**src/rtl/jt10_adpcm_mul_pkg.sv**
```systemverilog
// Shared jt10 ADPCM definitions: FSM encoding and counter sizing.
// Used by both the restoring divider and the shift-add multiplier.
package jt10_adpcm_mul_pkg;

   localparam logic [1:0] S_IDLE = 2'd0;
   localparam logic [1:0] S_RUN  = 2'd1;
   localparam logic [1:0] S_ADD  = 2'd2;

   typedef enum logic [1:0] {
      IDLE = S_IDLE,
      RUN  = S_RUN,
      ADD  = S_ADD
   } state_t;

   function automatic int clog2(input int n);
      int w;
      w = 0;
      for (int i = 0; i < 32; i++)
         if (((n - 1) >> i) != 0) w = i + 1;
      return (w < 1) ? 1 : w;
   endfunction

endpackage

```
**src/rtl/jt10_adpcm_mul.sv**
```systemverilog
// Shift-add multiply-accumulate p = b*d + r, one bit per cen cycle.
// Define JT10_ADPCM_MUL_SAT_EN to register a saturated p_sat and ovf.
module jt10_adpcm_mul
   import jt10_adpcm_mul_pkg::*;
#(
   parameter int dw = 16
) (
   input  logic            clk,
   input  logic            rst_n,
   input  logic            cen,
   input  logic            start,
   input  logic [dw-1:0]   b,
   input  logic [dw-1:0]   d,
   input  logic [dw-1:0]   r,
   output logic [2*dw-1:0] p,
   output logic [dw-1:0]   p_sat,
   output logic            ovf,
   output logic            working,
   output logic            done
);

   localparam int cw = clog2(dw);

   state_t          st;
   state_t          st_nx;
   logic [2*dw-1:0] acc;
   logic [cw-1:0]   cnt;
   logic [dw-1:0]   breg;
   logic [dw-1:0]   rreg;
   logic [dw:0]     hi;
   logic [2*dw-1:0] p_next;

   always_ff @(posedge clk or negedge rst_n) begin
      if (!rst_n)   st <= IDLE;
      else if (cen) st <= st_nx;
   end

   always_comb begin
      st_nx   = st;
      working = (st != IDLE);
      if (start) begin
         st_nx = RUN;
      end else begin
         case (st)
            RUN:     if (cnt == '0) st_nx = ADD;
            ADD:     st_nx = IDLE;
            default: st_nx = st;
         endcase
      end
   end

   // hi keeps the carry so the shifted accumulator never loses a bit
   always_comb begin
      hi     = {1'b0, acc[2*dw-1:dw]}
             + {1'b0, (acc[0] ? breg : {dw{1'b0}})};
      p_next = acc + {{dw{1'b0}}, rreg};
   end

   always_ff @(posedge clk or negedge rst_n) begin
      if (!rst_n) begin
         acc  <= '0;
         cnt  <= '0;
         breg <= '0;
         rreg <= '0;
         p    <= '0;
         done <= 1'b0;
`ifdef JT10_ADPCM_MUL_SAT_EN
         ovf   <= 1'b0;
         p_sat <= '0;
`endif
      end else if (cen) begin
         done <= 1'b0;
         if (start) begin
            breg <= b;
            rreg <= r;
            acc  <= {{dw{1'b0}}, d};
            cnt  <= cw'(dw - 1);
         end else begin
            case (st)
               RUN: begin
                  acc <= {hi, acc[dw-1:1]};
                  if (cnt != '0) cnt <= cnt - cw'(1);
               end
               ADD: begin
                  p    <= p_next;
                  done <= 1'b1;
`ifdef JT10_ADPCM_MUL_SAT_EN
                  ovf   <= |p_next[2*dw-1:dw];
                  p_sat <= (|p_next[2*dw-1:dw]) ? {dw{1'b1}}
                                                 : p_next[dw-1:0];
`endif
               end
               default: ;
            endcase
         end
      end
   end

`ifndef JT10_ADPCM_MUL_SAT_EN
   assign p_sat = p[dw-1:0];
   assign ovf   = 1'b0;
`endif

endmodule

```
**config.mk**
```make
export PLATFORM = sky130hd
export DESIGN_NAME = jt10_adpcm_mul
export DESIGN_NICKNAME = d
export VERILOG_FILES = /design/src/rtl/jt10_adpcm_mul_pkg.sv /design/src/rtl/jt10_adpcm_mul.sv
export SDC_FILE = /design/constraint.sdc
export NUM_CORES = 1
export LEC_CHECK = 0
export BUFFER_PORTS_ARGS = -buffer_cell sky130_fd_sc_hd__buf_2
export CORE_MARGIN = 3
export CORE_UTILIZATION = 40
export DETAILED_ROUTE_END_ITERATION = 10
export GPL_ROUTABILITY_DRIVEN = 0
export PLACE_DENSITY_LB_ADDON = 0.15
export SLEW_MARGIN = 40
export SYNTH_ARGS = -nofsm -noshare
export SYNTH_HDL_FRONTEND = slang
export SYNTH_SLANG_ARGS = --single-unit
```
**constraint.sdc**
```tcl
create_clock -name clk -period 2.3 [get_ports clk]
set_input_delay 0.115 -clock clk [delete_from_list [all_inputs] [get_ports clk]]
set_output_delay 0.115 -clock clk [all_outputs]
set_load 0.02 [all_outputs]
```
## Yosys cells after proc, flatten, opt, wreduce, memory -nomap -nowiden

Index checks and enable logic that the tools add are counted.

| operators by class | value |
|---|---|
| $add $sub $neg | 3 |
| equal/unequal tests | 3 |
| reductions and logical operators | 11 |
| multiplexer cells | 11 |
| bitwise gates (word level) | 1 |

Operators with widths:

| kind | number |
|---|---|
| $mux 32 | 2 |
| $add 32x16->32 | 1 |
| $add 16x16->17 | 1 |
| $mux 16 | 1 |
| $mux 4 | 3 |
| $reduce_and 3->1 | 3 |
| $reduce_bool 2->1 | 3 |
| $logic_not 4->1 | 1 |
| $mux 2 | 2 |
| $pmux 2 s2 | 1 |
| $reduce_and 2->1 | 2 |
| $reduce_bool 4->1 | 1 |
| $sub 4x1->4 const B | 1 |
| $ne 3x3->1 const B | 1 |
| $reduce_bool 3->1 | 1 |
| $eq 2x1->1 const B | 1 |
| $eq 2x2->1 const B | 1 |
| $mux 1 | 2 |
| $not 1->1 | 1 |

| word-level totals | value |
|---|---|
| word-level logic and storage cells | 36 |
| output and inout bits | 51 |
| flip-flop bits (word level) | 103 |
| input port bits | 52 |

## Logic depth before layout (Yosys ltp)

| logic depth | value |
|---|---|
| depth after elaboration | 4 |
| depth in mapped cells | 12 |
| gate-level depth less buffers | 11 |

## Least setup slack after synthesis

Ideal clock, no wire load.

| timing path | value |
|---|---|
| kind | reg-to-reg |
| start | register acc[0] |
| end | register acc[29] |
| setup slack | -104 ps |
| cell stages (with the launch flop) | 13 |
| arrival time | 2274 ps |
| setup time | 130 ps |
| path through | dfrtp_1 clkbuf_1 and2_1 ha_1 inv_1 fa_1 nor2b_1 o31ai_2 nand2_1 a221o_1 a31oi_1 xor2_1 o21ai_1 |

| between the ends | value |
|---|---|
| cells in the longest elaborated chain, start to end | 4 |

Ends and longest elaborated chain:

| element | line | RTL |
|---|---|---|
| start, declared | jt10_adpcm_mul.sv:26 | `logic [2*dw-1:0] acc;` |
| start signal, assigned | jt10_adpcm_mul.sv:76 | `acc <= {{dw{1'b0}}, d};` |
| start signal, assigned | jt10_adpcm_mul.sv:81 | `acc <= {hi, acc[dw-1:1]};` |
| $mux 16 | jt10_adpcm_mul.sv:55 | `+ {1'b0, (acc[0] ? breg : {dw{1'b0}})};` |
| $add 16x16->17 | jt10_adpcm_mul.sv:55 |  |
| $mux 32 | jt10_adpcm_mul.sv:79 | `case (st)` |
| $mux 32 | jt10_adpcm_mul.sv:73 | `if (start) begin` |

No other way between the ends. The select of a mux whose other input is x is not followed.
A chain may end at the register's enable or synchronous reset.

## Final worst setup path

| timing path | value |
|---|---|
| start | register acc[0] |
| end | register acc[31] |

The elaborated chain is that of the path after synthesis.

==> impl_metrics.yaml <==
outcome:
  status: "complete, but fails checks"
  violations: "negative setup slack"
clock_network:
  cts_root_buffer: "clkbuf_16"
  h-tree-depth: 3
  clock_path_buffers: 2
  cts_buffers: 9
  clk_pin_slew_worst_paths_ps: 70
  cts_tree: "yes"
  clk_latency_ps: 350
  clock-sinks: 103
floorplanning:
  core_area_um2: 14800
  dieArea_um2: 16800
  die_width_um: 130
  start_util_pct: 41.5
  rows: 44
  die_h_um: 130
  ios: 103
drt:
  via_per_inst: 5.23
  first_pass_iters: 4
  drtAntennaViolNets: 0
  totalWireLength_um: 16000
  post-route-drc-count: 0
  first_iter_violations: 237
  wire_per_inst_um: 16.1
  vias: 5207
sta:
  finalMaxSlewViolations: 0
  fmax_mhz: 402
  max-slew-margin-rel_pct: 58.7
  worst_pin_slew_ps: 619
  finClkSkew_ps: 7.49
  period_share_pct: 108
  rsz0062_at_grt: "true"
  hold_viol_final: 0
  fin_crit_ps: 2490
  finalSetupViolCount: 14
  fin_ws_ps: -185
synthesis:
  async_flop_share_pct: 100
  synth.top_cell.area_share_pct: 42.1
  synth_area_um2: 6120
  yosysWarnings: 0
  synth_common_cells: "dfrtp_1, nand2_1, o21ai_0"
  synth_fp_nets: 732
  synth_top_flop_cell: "dfrtp_1"
  yosysUniqueCellTypes: 51
  syn_inst: 645
  yosys.cell_count.top_type: "dfrtp_1"
  netlist.top_cell.by_area: "dfrtp_1"
  ys_ff_latch: 103
  ys_seq_area_share_pct: 42.1
  synth.area.top_cells: "dfrtp_1, ha_1, nand2_1"
  postSynthAreaPerCell_um2: 9.48
  synth-edff-count: 0
critical_path:
  critPathRequiredTime_ps: 2540
  setup.worst_path.class: "reg -> reg"
  critPathLaunch: "acc[0]"
  cpMostUsedCell: "a221o_1"
  slowest_stage: "dfrtp_2"
  path_cells: "buf_12 -> and2_4 -> ha_4 -> inv_2 -> fa_2 -> nor2b_4 -> o31ai_4 -> nand2_2 -> a221o_1 -> nand4_1 -> a21oi_2 -> a221o_1"
  critical_path_arrival_ps: 2730
  cp-start-kind: "register"
  crit_path_end_kind: "register"
  r2r-start: "acc[0]"
  critPathMaxFanout: 7
  cpPeakStageDelay_ps: 430
cells_and_area:
  finalNetCount: 894
  fin_cells: 995
  fin_util_pct: 55.8
  nFillCells: 1320
  drive_gt1_share_pct: 37.0
  diodes: 0
  area_growth_pct: 34.7
placement:
  place.port_buffers: 101
  placed_cells: 936
  hpwl_um: 12000
flow_run:
  maxCapViolCount: 0
global_routing:
  grt_pass1_wl_um: 26200
  grt_max_degree: 58
  overflow: 0
  grt_use_total_pct: 19.6
  grt_pass1_vias: 5197
  antenna_found_initial: 0
power_and_ir_drop:
  ir_drop_mv: 0.406
  p_leak_nw: 3.76
  p_per_area_nw_per_um2: 721
min_path:
  hp-class: "in -> reg"
  hp-start: "b[0]"
==> worst max-delay path: cells and delay by family (launching register included) <==
kind / cells / cell delay, ps
flops: 1 / 430
buf+inv: 2 / 190
compound gates: 4 / 950
fa+ha+maj: 2 / 370
simple gates: 4 / 420
==> placed cells by master (no fill, tap or decap), types with 7 or more instances in the layout <==
master         instances
nand2_1               96
xor2_1                24
mux2i_1               16
nand3_1                9
buf_2                100
inv_1                 12
a21oi_1               23
a21oi_2                7
dlygate4sd3_1         28
and2_1                14
nand4_1               14
clkbuf_16              9
ha_1                  16
a21o_1                 9
buf_6                  7
buf_4                 58
nor2_1                18
xnor2_1                9
dfrtp_1              101
ha_4                  11
o21ai_1               31
mux2_2                32
nor2b_1                7
o21ai_0               45
==> cell type report <==
class                           instances  area, µm²  share of cell area, %
Sequential cell                       103       2580                   31.3
Clock inverter                          6       62.6                  0.760
Timing Repair Buffer                  197       1380                   16.8
Multi-Input combinational cell        483       3710                   45.0
Inverter                               13       48.8                  0.592
Clock buffer                            9        225                   2.73
Tap cell                              184        230                   2.80
==> cells by family (layout without fill, tap and decap cells) <==
kind of cell | count (synthesis) | in the layout | share of synthesized area [%]
AND/OR/NAND/NOR | 195 | 195 | 14.7
AO/OA/AOI/OAI | 163 | 163 | 16.5
flip-flops | 103 | 103 | 42.1
buffers and inverters | 59 | 225 | 4.79
multiplexers | 48 | 48 | 8.51
XOR/XNOR | 41 | 41 | 5.87
adder cells (fa/ha/maj) | 35 | 35 | 7.41
other | 1 | 1 | 0.0613
==> stage by stage <==
stage	worst slack (ps)	hold slack, ps	setup TNS [ps]	instance area, µm²	power [W]
final	-185	3.42	-1440	8240	0.00594
after global routing	-303	4.67	-3800	8240	0.00630
after CTS	-165	0.170	-1420	7870	0.00568
after global placement	-115	160	-756	7060	0.00392
after floorplan	-58.5	-181	-99.7	6130	0.00328
after detailed placement	-221	171	-1420	7060	0.00396
==> state kept, by name, summed over array words and instances, names as in the netlist <==
signal	count
acc	32
breg	16
cnt	4
done	1
p	32
rreg	16
st	2
==> final timing paths <==
| check | cells after the start | end | slack (ps) |
|---|---|---|---|
| worst max register to register | 12 | acc[31] | -190 |
| max in group asynchronous | 3 | acc[0] | 1250 |
| worst min register to register | 2 | p[24] | 480 |
| worst min-delay path | 2 | breg[0] | 3 |
| min in group asynchronous | 2 | p[8] | 310 |
| worst max-delay path | 12 | acc[31] | -190 |
==> what timing repair did <==
action | in CTS | in global routing
buffers inserted | 9 | 9
gates resized for setup | 32 | 73
endpoints found under the hold margin | 73 | 0
endpoints found under the setup margin | 15 | 34
cloned | 1 | 0
pin swaps | 29 | 54
hold buffers | 28 | 0
==> metal layers <==
metal  share of wire (%)  GRT usage (%)  wire (µm)
met5                   0              0          0
met4                 1.4           5.62        228
met3                 4.4           2.89        710
met2                  46           30.9       7460
met1                  48           28.1       7640
==> report_power, final <==
group / internal, W / switching (W)
registers: 0.00200 / 0.000192
logic: 0.00110 / 0.00113
clock network: 0.000834 / 0.000687
Power figures use the tool's default switching activity.
